<file path="config.mk">
export PLATFORM = sky130hd
export DESIGN_NAME = uart_rx_frontend_flat
export DESIGN_NICKNAME = d
export VERILOG_FILES = /design/src/rtl/uart_rx_frontend_if.sv /design/src/rtl/uart_rx_frontend.sv /design/src/flat_wrapper.sv
export SDC_FILE = /design/constraint.sdc
export NUM_CORES = 1
export LEC_CHECK = 0
export CAP_MARGIN = 20
export CORE_ASPECT_RATIO = 0.9
export CORE_MARGIN = 5
export CORE_UTILIZATION = 45
export CTS_CLUSTER_DIAMETER = 50
export CTS_CLUSTER_SIZE = 14
export DETAILED_ROUTE_END_ITERATION = 16
export GPL_TIMING_DRIVEN = 0
export PLACE_DENSITY = 0.69
export SLEW_MARGIN = 25
export SYNTH_ARGS = -nofsm -noshare
export SYNTH_HDL_FRONTEND = slang
export SYNTH_SLANG_ARGS = --single-unit
</file>
<file path="constraint.sdc">
create_clock -name clk_clk -period 3.3 [get_ports clk_clk]
set_input_delay 0.33 -clock clk_clk [delete_from_list [all_inputs] [get_ports clk_clk]]
set_output_delay 0.33 -clock clk_clk [all_outputs]
set_load 0.02 [all_outputs]
</file>
<file path="src/rtl/uart_rx_frontend_if.sv">
// Receive-side byte interface of the UART front end.
//   rx_data     received byte, valid while rx_valid=1
//   rx_valid    holding register full
//   rx_ready    consumer accepts the byte when rx_valid&rx_ready
//   framing_err 1-clk pulse, stop bit sampled low
//   overrun_err 1-clk pulse, byte completed while holding register full
//   busy        receiver not idle
// master = the receiver, slave = the consumer.
interface uart_rx_frontend_if #(
  parameter int unsigned DATA_BITS = 8
);
  logic [DATA_BITS-1:0] rx_data;
  logic                 rx_valid;
  logic                 rx_ready;
  logic                 framing_err;
  logic                 overrun_err;
  logic                 busy;

  modport master (
    output rx_data, rx_valid, framing_err, overrun_err, busy,
    input  rx_ready
  );

  modport slave (
    input  rx_data, rx_valid, framing_err, overrun_err, busy,
    output rx_ready
  );
endinterface

</file>
<file path="src/rtl/uart_rx_frontend.sv">
// uart_rx_frontend: 8N1 serial receiver for the uart_rxd pin. It oversamples
// the line 16x, majority-votes three mid-bit samples and presents each byte
// through a one-deep valid/ready holding register with framing/overrun flags.
//   clk_clk      system clock, rising edge
//   reset_reset  synchronous active-high reset
//   rxd          asynchronous serial input, idle high
//   rx_if        byte/handshake/status interface (master side)
module uart_rx_frontend #(
  parameter int unsigned CLK_HZ     = 50_000_000,
  parameter int unsigned BAUD       = 115200,
  parameter int unsigned OVERSAMPLE = 16,
  parameter int unsigned DATA_BITS  = 8
) (
  input  logic                clk_clk,
  input  logic                reset_reset,
  input  logic                rxd,
  uart_rx_frontend_if.master  rx_if
);

  localparam int unsigned DIV = CLK_HZ / (BAUD * OVERSAMPLE);
  localparam int unsigned DW  = (DIV > 1) ? $clog2(DIV) : 1;
  localparam int unsigned BW  = (DATA_BITS > 1) ? $clog2(DATA_BITS) : 1;
  localparam logic [DW-1:0] DIV_LAST = DW'(DIV - 1);
  localparam logic [BW-1:0] BIT_LAST = BW'(DATA_BITS - 1);

  typedef enum logic [2:0] {
    S_IDLE,
    S_START,
    S_DATA,
    S_STOP,
    S_BREAK
  } state_t;

  state_t               r_state, w_next;
  logic                 r_sync1, r_sync2;
  logic [DW-1:0]        r_div;
  logic [3:0]           r_s;
  logic                 r_v7, r_v8;
  logic [BW-1:0]        r_bit;
  logic [DATA_BITS-1:0] r_shift;
  logic                 r_brk_ok;
  logic [DATA_BITS-1:0] r_data;
  logic                 r_valid;
  logic                 r_frame;
  logic                 r_over;

  logic w_rxs, w_tick, w_vote, w_s9, w_s15;
  logic w_clr_s, w_bit_clr, w_bit_inc, w_shift_en, w_deliver, w_frame;

  assign w_rxs  = r_sync2;
  assign w_tick = (r_div == DIV_LAST);
  assign w_s9   = w_tick && (r_s == 4'd9);
  assign w_s15  = w_tick && (r_s == 4'd15);
  // Third vote sample is the live line value on the s=9 tick itself.
  assign w_vote = (r_v7 & r_v8) | (r_v7 & w_rxs) | (r_v8 & w_rxs);

  always_ff @(posedge clk_clk) begin
    if (reset_reset) r_state <= S_IDLE;
    else             r_state <= w_next;
  end

  always_comb begin
    w_next     = r_state;
    w_clr_s    = 1'b0;
    w_bit_clr  = 1'b0;
    w_bit_inc  = 1'b0;
    w_shift_en = 1'b0;
    w_deliver  = 1'b0;
    w_frame    = 1'b0;
    case (r_state)
      S_IDLE: begin
        w_clr_s = 1'b1;
        if (!w_rxs) w_next = S_START;
      end
      S_START: begin
        if (w_s9 && w_vote) w_next = S_IDLE;
        else if (w_s15) begin
          w_next    = S_DATA;
          w_bit_clr = 1'b1;
        end
      end
      S_DATA: begin
        w_shift_en = w_s9;
        if (w_s15) begin
          if (r_bit == BIT_LAST) w_next = S_STOP;
          else                   w_bit_inc = 1'b1;
        end
      end
      S_STOP: begin
        // Leave at mid stop bit so a back-to-back start edge is caught.
        if (w_s9) begin
          if (w_vote) begin
            w_deliver = 1'b1;
            w_next    = S_IDLE;
          end else begin
            w_frame = 1'b1;
            w_next  = S_BREAK;
          end
        end
      end
      S_BREAK: begin
        if (w_tick && w_rxs && r_brk_ok) w_next = S_IDLE;
      end
      default: w_next = S_IDLE;
    endcase
  end

  always_ff @(posedge clk_clk) begin
    if (reset_reset) begin
      r_sync1  <= 1'b1;
      r_sync2  <= 1'b1;
      r_div    <= '0;
      r_s      <= '0;
      r_v7     <= 1'b1;
      r_v8     <= 1'b1;
      r_bit    <= '0;
      r_shift  <= '0;
      r_brk_ok <= 1'b0;
      r_data   <= '0;
      r_valid  <= 1'b0;
      r_frame  <= 1'b0;
      r_over   <= 1'b0;
    end else begin
      r_sync1 <= rxd;
      r_sync2 <= r_sync1;
      r_div   <= w_tick ? '0 : r_div + DW'(1);

      if (w_clr_s)     r_s <= '0;
      else if (w_tick) r_s <= r_s + 4'd1;

      if (w_tick && (r_s == 4'd7)) r_v7 <= w_rxs;
      if (w_tick && (r_s == 4'd8)) r_v8 <= w_rxs;

      if (w_bit_clr)      r_bit <= '0;
      else if (w_bit_inc) r_bit <= r_bit + BW'(1);

      // First bit on the wire ends up in the LSB after DATA_BITS shifts.
      if (w_shift_en) r_shift <= {w_vote, r_shift[DATA_BITS-1:1]};

      // Break exit needs the line high from one tick through the next.
      if ((r_state != S_BREAK) || !w_rxs) r_brk_ok <= 1'b0;
      else if (w_tick)                   r_brk_ok <= 1'b1;

      r_frame <= w_frame;
      r_over  <= 1'b0;
      if (w_deliver) begin
        if (!r_valid || rx_if.rx_ready) begin
          r_data  <= r_shift;
          r_valid <= 1'b1;
        end else begin
          r_over <= 1'b1;
        end
      end else if (r_valid && rx_if.rx_ready) begin
        r_valid <= 1'b0;
      end
    end
  end

  assign rx_if.rx_data     = r_data;
  assign rx_if.rx_valid    = r_valid;
  assign rx_if.framing_err = r_frame;
  assign rx_if.overrun_err = r_over;
  assign rx_if.busy        = (r_state != S_IDLE);

endmodule

</file>
<file path="src/flat_wrapper.sv">
// flat-port wrapper written by rule: the top's interface ports become plain ports
module uart_rx_frontend_flat 
#(
  parameter int unsigned CLK_HZ     = 50_000_000,
  parameter int unsigned BAUD       = 115200,
  parameter int unsigned OVERSAMPLE = 16,
  parameter int unsigned DATA_BITS  = 8
)
  (clk_clk, reset_reset, rxd, rx_if_rx_data, rx_if_rx_valid, rx_if_framing_err, rx_if_overrun_err, rx_if_busy, rx_if_rx_ready);
  uart_rx_frontend_if #(.DATA_BITS(DATA_BITS)) rx_if_i ();
  input  logic clk_clk;
  input  logic reset_reset;
  input  logic rxd;
  output wire logic [$bits(rx_if_i.rx_data)-1:0] rx_if_rx_data;
  output wire logic [$bits(rx_if_i.rx_valid)-1:0] rx_if_rx_valid;
  output wire logic [$bits(rx_if_i.framing_err)-1:0] rx_if_framing_err;
  output wire logic [$bits(rx_if_i.overrun_err)-1:0] rx_if_overrun_err;
  output wire logic [$bits(rx_if_i.busy)-1:0] rx_if_busy;
  input wire logic [$bits(rx_if_i.rx_ready)-1:0] rx_if_rx_ready;
  assign rx_if_rx_data = rx_if_i.rx_data;
  assign rx_if_rx_valid = rx_if_i.rx_valid;
  assign rx_if_framing_err = rx_if_i.framing_err;
  assign rx_if_overrun_err = rx_if_i.overrun_err;
  assign rx_if_busy = rx_if_i.busy;
  assign rx_if_i.rx_ready = rx_if_rx_ready;
  uart_rx_frontend #(.CLK_HZ(CLK_HZ), .BAUD(BAUD), .OVERSAMPLE(OVERSAMPLE), .DATA_BITS(DATA_BITS)) u_core (.clk_clk(clk_clk), .reset_reset(reset_reset), .rxd(rxd), .rx_if(rx_if_i));
endmodule
</file>
; ---- Yosys cells after proc, flatten, opt, wreduce, memory -nomap -nowiden
; Cells that the tools add are included.
[op_classes]
n_bitwise = 8
reduce_logical = 24
eq_ne = 18
n_div = 0
shift = 0
mux = 25
magnitude_cmp = 0
add_sub_neg = 3
multipliers = 0
[op_table]
columns = operator, count
row1 = 3-bit 2-to-1 mux, 8
row2 = 1-bit 2-to-1 mux, 16
row3 = 3-bit one-hot mux with 5 select lines, 1
row4 = 4-bit equality test (second input constant), 3
row5 = 2-bit OR reduction, 5
row6 = 1-bit logical AND, 8
row7 = 2-bit by 1-bit != test with 1-bit output (second input constant), 4
row8 = 3-bit by 2-bit equality test with 1-bit output (second input constant), 2
row9 = 3-bit equality test (second input constant), 2
row10 = 6-bit AND reduction, 1
row11 = 5-bit by 1-bit adder with 5-bit output (second input constant), 1
row12 = 5-bit equality test (second input constant), 1
row13 = 4-bit by 1-bit adder with 4-bit output (second input constant), 1
row14 = 4-bit by 3-bit equality test with 1-bit output (second input constant), 1
row15 = 2-bit != test (second input constant), 2
row16 = 2-bit AND reduction, 2
row17 = 3-bit by 1-bit adder with 3-bit output (second input constant), 1
row18 = 1-bit bitwise AND, 3
row19 = 3-bit by 1-bit equality test with 1-bit output (second input constant), 1
row20 = 3-bit logical NOT, 1
row21 = 3-bit by 1-bit != test with 1-bit output (second input constant), 1
row22 = 3-bit != test (second input constant), 1
row23 = 1-bit NOT, 3
row24 = 3-bit nonzero test, 1
row25 = other kinds (5), 8
[totals]
mem_bits_ro = 0
latchBits = 0
n_memories = 0
out_inout_bits = 12
ramBits = 0
ff_bits = 39

; ---- Depth between registers and ports, before layout
; Gate-level depths: netlist (run 1).
[logic_depth]
depth_word = 8
mapped_depth = 9
ltp_nobuf = 7

; ---- Worst setup path after synthesis (run 1)
; Ideal clock, no wire load.
[synth_timing]
kind = register -> register
start = register u_core.r_div[0]
end = register u_core.r_state[0]
n_path_buf = 1
path_slack_ns = 1.445
required_time_ns = 3.233
synth_period_minus_slack_ns = 1.855
setup_time_ns = 0.067
t_arrival_ns = 1.788
path_stages_with_launch = 9
cell_sequence = dfxtp_1 -> inv_1 -> ha_1 -> and4b_1 -> buf_6 -> and4_4 -> a2111o_1 -> a211o_1 -> o21ai_2
[synth_between]
elab_chain_len = 5
word_cells_on_any_way = 13
cone_classes = 5 x eq/ne / 2 x mux / 6 x reduce/logical
[synth_lines]
columns = element, line
row1 = from (decl), uart_rx_frontend.sv:36  ; logic [DW-1:0] r_div;
row2 = from (signal assigned), uart_rx_frontend.sv:126  ; r_div <= w_tick ? '0 : r_div + DW'(1);
row3 = 5-bit equality test *, uart_rx_frontend.sv:51  ; assign w_tick = (r_div == DIV_LAST);
row4 = "1-bit logical AND, on equally long branches", "uart_rx_frontend.sv:52, uart_rx_frontend.sv:102"
row5 = "1-bit logical AND, on equally long branches", "uart_rx_frontend.sv:76, uart_rx_frontend.sv:102"
row6 = "3-bit by 1-bit != test with 1-bit output (no source line), or another cell as far along", --
row7 = 6-bit AND reduction (no source line) or 3-bit one-hot mux with 5 select lines (tied branches), --
row8 = to (signal assigned), uart_rx_frontend.sv:59  ; else r_state <= w_next;
row9 = to (decl), uart_rx_frontend.sv:34  ; state_t r_state, w_next;
; Mark *: on every way between the ends. The rest lies on a longest branch, timed or not.
; A chain may end at the register's enable or synchronous reset.

; ---- Worst setup path in the final report (run 1)
[layout_timing]
start = register u_core.r_state[1]
end = output rx_if_busy
[layout_between]
elab_chain_len = 1
[layout_lines]
columns = element, line
row1 = 3-bit nonzero test, uart_rx_frontend.sv:163  ; assign rx_if.busy = (r_state != S_IDLE);
row2 = to (decl), flat_wrapper.sv:18  ; output wire logic [$bits(rx_if_i.busy)-1:0] rx_if_busy;
; No other way between the ends.

==> results_tabular.tex, run 1 <==
\begin{tabular}{lr}
\hline
Metric & Value \\
\hline
\multicolumn{2}{l}{\textbf{Outcome}} \\
\quad Result of the run & completed \\
\multicolumn{2}{l}{\textbf{Cells and area}} \\
\quad Area growth syn-to-layout & 16.6\% \\
\quad Fraction of the core area covered by cells at the end of the flow & 53.6\% \\
\quad Layout net count & 208 \\
\quad FILL cells & 326 \\
\quad Fraction of layout instances using a drive strength above 1 & 7.58\% \\
\quad Antenna fix cells & 0 \\
\multicolumn{2}{l}{\textbf{Yosys}} \\
\quad FF+latch count, synth & 39 \\
\quad Share of the yosys chip area belonging to registers & 46.5\% \\
\quad Most instantiated flip-flop cell in the synthesis netlist & dfxtp\_1 \\
\quad Number of distinct library cell variants in the gate-level netlist after synthesis & 38 \\
\quad Synth async-reset ratio & 0\% \\
\quad Synthesized net count & 187 \\
\quad Post-synth design cell area & 1680 sq um \\
\quad Post-synthesis instance total & 176 \\
\quad Number of warnings reported in the yosys synthesis log & 0 \\
\quad Avg Cell Area, Syn & 9.55 sq um \\
\quad Number of flops mapped to enable cells by yosys & 0 \\
\multicolumn{2}{l}{\textbf{STA}} \\
\quad Actual slew at the worst max-slew pin & 0.548 ns \\
\quad Relative slew slack & 63.4\% \\
\quad Final worst path period need & 2.20 ns \\
\quad Worst Clk Skew & 0.00426 ns \\
\quad Count of endpoints failing setup in the final report & 0 \\
\quad Number of max-slew violations in the final report & 0 \\
\quad Achievable frequency & 454 MHz \\
\quad Minimum setup slack in the final design & 1.10 ns \\
\quad Tcrit/Tclk final & 66.8\% \\
\quad Total negative setup slack & 0 ns \\
\quad Hold Vio Cnt, Final & 0 \\
\quad RSZ-0062 raised after global routing & false \\
\multicolumn{2}{l}{\textbf{Power}} \\
\quad Pleak & 0.733 nW \\
\quad Total chip power & 0.878 mW \\
\quad Worst voltage drop across the vdd grid & 0.268 mV \\
\quad Power per cell area & 448 nW/um\^{}2 \\
\multicolumn{2}{l}{\textbf{Critical path}} \\
\quad Peak per-stage delay on the critical path & 0.60 ns \\
\quad Source of the worst register-to-register timing path & u\_core.r\_div[0] \\
\quad Slowest stage cell, crit path & clkdlybuf4s50\_1 \\
\quad Cells on worst reg2reg path & 8 \\
\quad Data arrival at the endpoint of the critical path & 1.87 ns \\
\quad Type of element launching the critical path & flop \\
\quad Nature of the critical path endpoint & output port \\
\quad Reg2Reg Capture Point & u\_core.r\_state[0] \\
\quad Worst endpoint required time & 2.97 ns \\
\quad Worst setup path category & flop to output port \\
\quad CP cell instances & clkbuf\_1 -> or3\_1 -> clkdlybuf4s50\_1 \\
\quad Register-to-register setup slack & 1.33 ns \\
\quad CP max FO & 10 \\
\multicolumn{2}{l}{\textbf{CTS}} \\
\quad TritonCTS clock tree & yes \\
\quad Post-cts sizing count & 0 \\
\quad Setup Buffers After CTS & 0 \\
\quad Clk sinks & 39 \\
\quad H-tree levels & 2 \\
\quad Clk Latency, worst-skew pair & 0.28 ns \\
\quad CTS root buffer & clkbuf\_8 \\
\quad Cts hold-fix bufs & 0 \\
\quad Worst-path clk slew & 0.07 ns \\
\quad Clock Tree Buf Depth & 2 \\
\quad Number of buffers added by the clock tree synthesis step & 5 \\
\multicolumn{2}{l}{\textbf{Detailed routing}} \\
\quad Number of design-rule violations left by the first detailed-router iteration & 78 \\
\quad Number of nets still failing antenna checks after routing & 0 \\
\quad Detailed-route wire length per cell & 13.3 microns \\
\quad Final WL & 3230 microns \\
\quad Number of iterations in the first detailed-routing pass & 4 \\
\quad Average vias per placed instance & 5.35 \\
\quad Vias after detailed routing & 1306 \\
\quad Count of unresolved DRC violations after routing & 0 \\
\multicolumn{2}{l}{\textbf{Floorplanning}} \\
\quad Floorplan row count & 21 \\
\quad Floorplan die width & 74.4 microns \\
\quad Die footprint & 5060 sq um \\
\quad DIE HEIGHT & 68.0 microns \\
\quad \# IOs & 16 \\
\quad Initial core utilization & 46.0\% \\
\quad Area inside the core boundary & 3650 sq um \\
\multicolumn{2}{l}{\textbf{Global route}} \\
\quad Vias in the first global route & 1297 \\
\quad Pin count of the biggest net entering global routing & 12 \\
\quad Wire length of the first global-routing pass & 5710 microns \\
\quad Combined global-route utilization of all metal layers & 14.5\% \\
\quad Gr ovfl total & 0 \\
\quad Antenna violations before repair & 0 \\
\multicolumn{2}{l}{\textbf{Min path}} \\
\quad Worst hold path type & flop to flop \\
\quad Hold Path Origin & u\_core.r\_sync1 \\
\quad Min-Delay Endpoint & u\_core.r\_sync2 \\
\quad Number of instances on the worst hold path & 1 \\
\multicolumn{2}{l}{\textbf{Placement}} \\
\quad Worst slack at placement & 1.35 ns \\
\quad Number of buffers inserted by port buffering & 14 \\
\quad Half-perimeter wire length after placement & 2370 microns \\
\quad Final weighted congestion in routability-driven placement & 0.777 \\
\multicolumn{2}{l}{\textbf{Run}} \\
\quad Number of max-capacitance violations reported & 0 \\
\hline
\end{tabular}
## placed cells by master, fill, tap and decap left out, types with 3 or more instances in the layout
master,count
nand2_1,8
nand4_1,3
ha_1,7
and3b_1,3
a21oi_1,3
xor2_1,5
clkbuf_8,5
inv_1,6
o211ai_1,3
mux2i_1,18
clkdlybuf4s50_1,14
xnor2_1,3
dfxtp_1,39
nor2_1,32
nand3_1,4
or2_2,3
clkbuf_1,10
## synthesized netlist by cell type (all sizes together), types with 4 or more instances
cell type,number,area (sq um)
nand2,8,30.0
mux2i,18,180
nor2,33,126
dfxtp,39,781
ha,7,87.6
nand3,4,20.0
inv,6,22.5
xor2,5,43.8
clkbuf,8,30.0
## area by class of cell
| cell class | count | area [sq um] | share of cell area [%] |
|---|---|---|---|
| inverter | 6 | 22.5 | 1.15 |
| buffer | 10 | 46.3 | 2.36 |
| tap | 46 | 57.6 | 2.94 |
| clock inverter | 1 | 5.00 | 0.255 |
| sequential | 39 | 781 | 39.8 |
| clock buffer | 7 | 76.3 | 3.90 |
| multi-input combinational | 121 | 831 | 42.4 |
| timing repair buffer | 14 | 140 | 7.15 |
## metrics by stage
stage,cell area [sq um],hold slack (ns),instances
2_1_floorplan,1680,0.389,176
3_3_place_gp,1880,0.397,236
3_5_place_dp,1880,0.417,236
4_1_cts,1960,0.436,244
5_1_grt,1960,0.450,244
6_report,1960,0.427,244
## how the worst max path moves through the flow
stage	start	end	slack, ns	cells past startpoint
after floorplan	u_core.r_div[0]	u_core.r_state[0]	1.44	8
after global placement	u_core.r_div[0]	u_core.r_state[0]	1.38	8
after detailed placement	u_core.r_div[0]	u_core.r_state[0]	1.35	8
after CTS	u_core.r_state[1]	rx_if_busy	1.12	3
after global routing	u_core.r_state[1]	rx_if_busy	1.05	3
final	u_core.r_state[1]	rx_if_busy	1.10	3
## kinds of logic after synthesis
| family | count (synthesis) | share of synthesized area, % |
|---|---|---|
| adder cells (fa/ha/maj) | 8 | 5.88 |
| AND/OR/NAND/NOR | 69 | 20.3 |
| XOR/XNOR | 8 | 4.17 |
| flip-flops | 39 | 46.5 |
| multiplexers | 18 | 10.7 |
| buffers and inverters | 16 | 4.09 |
| AO/OA/AOI/OAI | 18 | 8.34 |
## routing by layer
layer | up-vias | track usage, % | part of all wire, %
met5 | - | 0 | 0
met4 | 0 | 7.33 | 2.5
met3 | 12 | 3.96 | 6.1
met2 | 54 | 25.1 | 48
met1 | 595 | 16.5 | 43
li1 | 645 | - | -
## critical path: cells and delay by family, from the launching register on
family | cells | cell delay (ns)
AND/OR/NAND/NOR | 1 | 0.21
buffers and inverters | 2 | 0.99
flip-flops | 1 | 0.39
## state kept, by name, summed over array words and instances (netlist names), 3 cells and up
| signal | cells |
|---|---|
| u_core.r_div | 5 |
| u_core.r_state | 3 |
| u_core.r_bit | 3 |
| u_core.rx_if.rx_data | 8 |
| u_core.r_shift | 8 |
| u_core.r_s | 4 |
## report_power, final
part | internal (mW) | switching, mW
sequential | 0.479 | 0.00456
combinational | 0.0382 | 0.0589
clock | 0.148 | 0.150
total | 0.665 | 0.213
(Power assumes the default switching activity.)
==> run 2, diff against run 1 <==
--- a/config.mk
+++ b/config.mk
@@ -13,7 +13,7 @@
 export CTS_CLUSTER_SIZE = 14
 export DETAILED_ROUTE_END_ITERATION = 16
 export GPL_TIMING_DRIVEN = 0
-export PLACE_DENSITY = 0.69
+export PLACE_DENSITY = 0.72
 export SLEW_MARGIN = 25
 export SYNTH_ARGS = -nofsm -noshare
 export SYNTH_HDL_FRONTEND = slang
==> constraint.sdc (replaced) <==
create_clock -name clk_clk -period 1.85 [get_ports clk_clk]
set_input_delay 0.185 -clock clk_clk [delete_from_list [all_inputs] [get_ports clk_clk]]
set_output_delay 0.185 -clock clk_clk [all_outputs]
set_load 0.02 [all_outputs]
==> results_tabular.tex, run 2 (same netlist as run 1, synthesis figures left out) <==
\begin{tabular}{lr}
\hline
Metric & Value \\
\hline
\multicolumn{2}{l}{\textbf{Cells and area}} \\
\quad Final non-filler cell total & 243 (was 244) \\
\quad Top library cells by usage in the layout, fill and taps aside & 35 x dfxtp\_1, 31 x nor2\_1, 18 x mux2i\_1 (was 39 x dfxtp\_1, 32 x nor2\_1, 18 x mux2i\_1) \\
\quad Antenna fix cells & 0 (unchanged) \\
\quad Area growth syn-to-layout & 20.9\% (was 16.6\%) \\
\quad Most frequent standard cell in the layout excluding fill and tap cells & dfxtp\_1 (unchanged) \\
\quad Layout net count & 207 (was 208) \\
\quad Fraction of layout instances using a drive strength above 1 & 14.2\% (was 7.58\%) \\
\multicolumn{2}{l}{\textbf{STA}} \\
\quad Number of max-slew violations in the final report & 0 (unchanged) \\
\quad RSZ-0062 raised after global routing & true (was false) \\
\quad Minimum setup slack in the final design & 0.0424 ns (was 1.10 ns) \\
\quad Worst Hold Margin & 0.381 ns (was 0.427 ns) \\
\quad Tcrit/Tclk final & 97.7\% \\
\quad Final worst path period need & 1.81 ns \\
\quad Actual slew at the worst max-slew pin & 0.507 ns (was 0.548 ns) \\
\quad Relative slew slack & 65.8\% (was 63.4\%) \\
\quad Worst Clk Skew & 0.00785 ns (was 0.00426 ns) \\
\quad Achievable frequency & 553 MHz \\
\quad Hold Vio Cnt, Final & 0 (unchanged) \\
\quad Count of endpoints failing setup in the final report & 0 (unchanged) \\
\multicolumn{2}{l}{\textbf{Placement}} \\
\quad Worst slack at placement & -0.0800 ns (was 1.35 ns) \\
\quad Number of buffers inserted by port buffering & 14 (unchanged) \\
\quad Final weighted congestion in routability-driven placement & 0.790 (was 0.777) \\
\quad \# placed instances & 236 (unchanged) \\
\quad Half-perimeter wire length after placement & 2310 microns (was 2370 microns) \\
\multicolumn{2}{l}{\textbf{Critical path}} \\
\quad Type of element launching the critical path & flop (unchanged) \\
\quad Crit path buffers/inverters & 2 (unchanged) \\
\quad Cells on worst reg2reg path & 8 (unchanged) \\
\quad Worst setup path category & flop to flop (was flop to output port) \\
\quad Reg2Reg Capture Point & u\_core.r\_state[0] (unchanged) \\
\quad CP max FO & 8 (was 10) \\
\quad Data arrival at the endpoint of the critical path & 2.03 ns (was 1.87 ns) \\
\quad Nature of the critical path endpoint & flop (was output port) \\
\quad Peak per-stage delay on the critical path & 0.34 ns (was 0.60 ns) \\
\quad Slowest stage cell, crit path & dfxtp\_2 (was clkdlybuf4s50\_1) \\
\quad Kind of cell adding the most delay to the critical path & compound AO/OA/AOI/OAI gates (was buffers and inverters) \\
\quad Worst endpoint required time & 2.08 ns (was 2.97 ns) \\
\quad Source of the worst register-to-register timing path & u\_core.r\_div[0] (unchanged) \\
\quad CP cell instances & inv\_2 -> ha\_4 -> and4b\_1 -> buf\_6 -> a311o\_1 -> o211a\_1 -> a211o\_1 -> o21ai\_2 (was clkbuf\_1 -> or3\_1 -> clkdlybuf4s50\_1) \\
\quad Register-to-register setup slack & 0.04 ns (was 1.33 ns) \\
\quad Critical path startpoint & u\_core.r\_div[0] (was u\_core.r\_state[1]) \\
\quad Depth of the critical timing path with buffers and inverters included & 8 (was 3) \\
\quad Critical path capture point & u\_core.r\_state[0] (was rx\_if\_busy) \\
\multicolumn{2}{l}{\textbf{CTS}} \\
\quad Clock Tree Buf Depth & 2 (unchanged) \\
\quad Worst-path clk slew & 0.08 ns (was 0.07 ns) \\
\quad Number of buffers added by the clock tree synthesis step & 5 (unchanged) \\
\quad H-tree levels & 2 (unchanged) \\
\quad Cts hold-fix bufs & 0 (unchanged) \\
\quad TritonCTS clock tree & yes (unchanged) \\
\quad Clk sinks & 39 (unchanged) \\
\quad CTS root buffer & clkbuf\_8 (unchanged) \\
\quad Clk Latency, worst-skew pair & 0.29 ns (was 0.28 ns) \\
\multicolumn{2}{l}{\textbf{Power}} \\
\quad Comb power frac & 9.0\% (was 11.1\%) \\
\quad Worst voltage drop across the vdd grid & 0.644 mV (was 0.268 mV) \\
\quad NetSw & 0.417 mW (was 0.213 mW) \\
\quad Power per cell area & 859 nW/um\^{}2 (was 448 nW/um\^{}2) \\
\quad Switching part of the total & 23.9\% (was 24.3\%) \\
\quad Total chip power & 1.75 mW (was 0.878 mW) \\
\quad Pleak & 0.766 nW (was 0.733 nW) \\
\quad Clock group share of total power & 40.6\% (was 33.9\%) \\
\quad Sequential group share of total power & 50.4\% (was 55.0\%) \\
\quad Internal power & 1.33 mW (was 0.665 mW) \\
\multicolumn{2}{l}{\textbf{Outcome}} \\
\quad Result of the run & completed (unchanged) \\
\multicolumn{2}{l}{\textbf{Detailed routing}} \\
\quad Average vias per placed instance & 5.18 (was 5.35) \\
\quad Number of design-rule violations left by the first detailed-router iteration & 73 (was 78) \\
\quad Count of unresolved DRC violations after routing & 0 (unchanged) \\
\quad Number of nets still failing antenna checks after routing & 0 (unchanged) \\
\quad Vias after detailed routing & 1259 (was 1306) \\
\quad Detailed-route wire length per cell & 13.1 microns (was 13.3 microns) \\
\quad Number of iterations in the first detailed-routing pass & 4 (unchanged) \\
\quad Final WL & 3180 microns (was 3230 microns) \\
\multicolumn{2}{l}{\textbf{Floorplanning}} \\
\quad DIE HEIGHT & 68.0 microns (unchanged) \\
\quad Initial core utilization & 46.0\% (unchanged) \\
\quad Floorplan row count & 21 (unchanged) \\
\quad \# IOs & 16 (unchanged) \\
\quad Die footprint & 5060 sq um (unchanged) \\
\quad Floorplan die width & 74.4 microns (unchanged) \\
\quad Area inside the core boundary & 3650 sq um (unchanged) \\
\multicolumn{2}{l}{\textbf{Global route}} \\
\quad Combined global-route utilization of all metal layers & 14.6\% (was 14.5\%) \\
\quad Gr ovfl total & 0 (unchanged) \\
\quad Antenna violations before repair & 0 (unchanged) \\
\quad Wire length of the first global-routing pass & 5690 microns (was 5710 microns) \\
\quad Vias in the first global route & 1321 (was 1297) \\
\quad Pin count of the biggest net entering global routing & 15 (was 12) \\
\multicolumn{2}{l}{\textbf{Min path}} \\
\quad Worst hold path type & input port to flop (was flop to flop) \\
\quad Hold Path Origin & reset\_reset (was u\_core.r\_sync1) \\
\multicolumn{2}{l}{\textbf{Run}} \\
\quad Number of max-capacitance violations reported & 0 (unchanged) \\
\hline
\end{tabular}
run 2: changes by cell type in the layout (fill, tap and decap cells not counted), moves of 2 or more:
cell | before | now
clkbuf_1 | 10 | 4
dfxtp_1 | 39 | 35
dfxtp_2 | 0 | 4
clkbuf_2 | 0 | 2
run 2: power groups by stage:
| stage | clock, mW | combinational [mW] | sequential, mW |
|---|---|---|---|
| floorplan | 0 | 0.124 | 0.880 |
| global placement | 0 | 0.161 | 0.882 |
| detailed placement | 0 | 0.169 | 0.882 |
| CTS | 0.728 | 0.169 | 0.861 |
| global route | 0.771 | 0.174 | 0.884 |
| finish | 0.708 | 0.157 | 0.880 |
run 2: cell type report:
| type | instances | area (sq um) |
|---|---|---|
| fill | 321 | 1620 |
| multi-input combinational | 121 | 856 |
| sequential | 39 | 786 |
| timing repair buffer | 15 | 146 |
| clock buffer | 5 | 68.8 |
| tap | 46 | 57.6 |
| clock inverter | 3 | 47.5 |
| buffer | 8 | 47.5 |
| inverter | 6 | 22.5 |
run 2: worst min path at each step:
| stage | endpoint | depth (start not counted) |
|---|---|---|
| after detailed placement | u_core.r_sync2 | 1 |
| after floorplan | u_core.r_sync1 | 1 |
| after global placement | u_core.r_sync2 | 1 |
| after global routing | u_core.r_v8 | 2 |
| after CTS | u_core.r_v8 | 2 |
| final | u_core.r_v8 | 2 |
run 2: worst register-to-register path: cells and delay by family (launching register included):
family / cells / cell delay [ns]
buffers and inverters: 2 / 0.17
AND/OR/NAND/NOR: 1 / 0.21
flip-flops: 1 / 0.34
adder cells (fa/ha/maj): 1 / 0.14
AO/OA/AOI/OAI: 4 / 0.89
run 2: stage by stage:
step / cell area [sq um] / utilization (%) / TNS (ns)
after floorplan: 1680 / - / 0
after global routing: 2030 / 55.6 / -0.0890
final: 2030 / 55.6 / 0
after CTS: 2000 / 54.9 / 0
after detailed placement: 1880 / 51.5 / -0.230
after global placement: 1880 / 51.5 / -0.0398
run 2: per-layer routing:
layer	share of wire (%)	global-route usage (%)	vias up
met2	47	24.8	30
met3	5.4	4.55	7
met4	1.9	7.56	0
li1	-	-	642
met5	0	0	-
met1	45	16.5	580
run 2: repair_timing:
item | CTS | global route
setup endpoints to repair | 11 | 23
endpoints found under the hold margin | 0 | 0
buffers inserted | 1 | 0
gates resized for setup | 3 | 13
pin swaps | 3 | 1
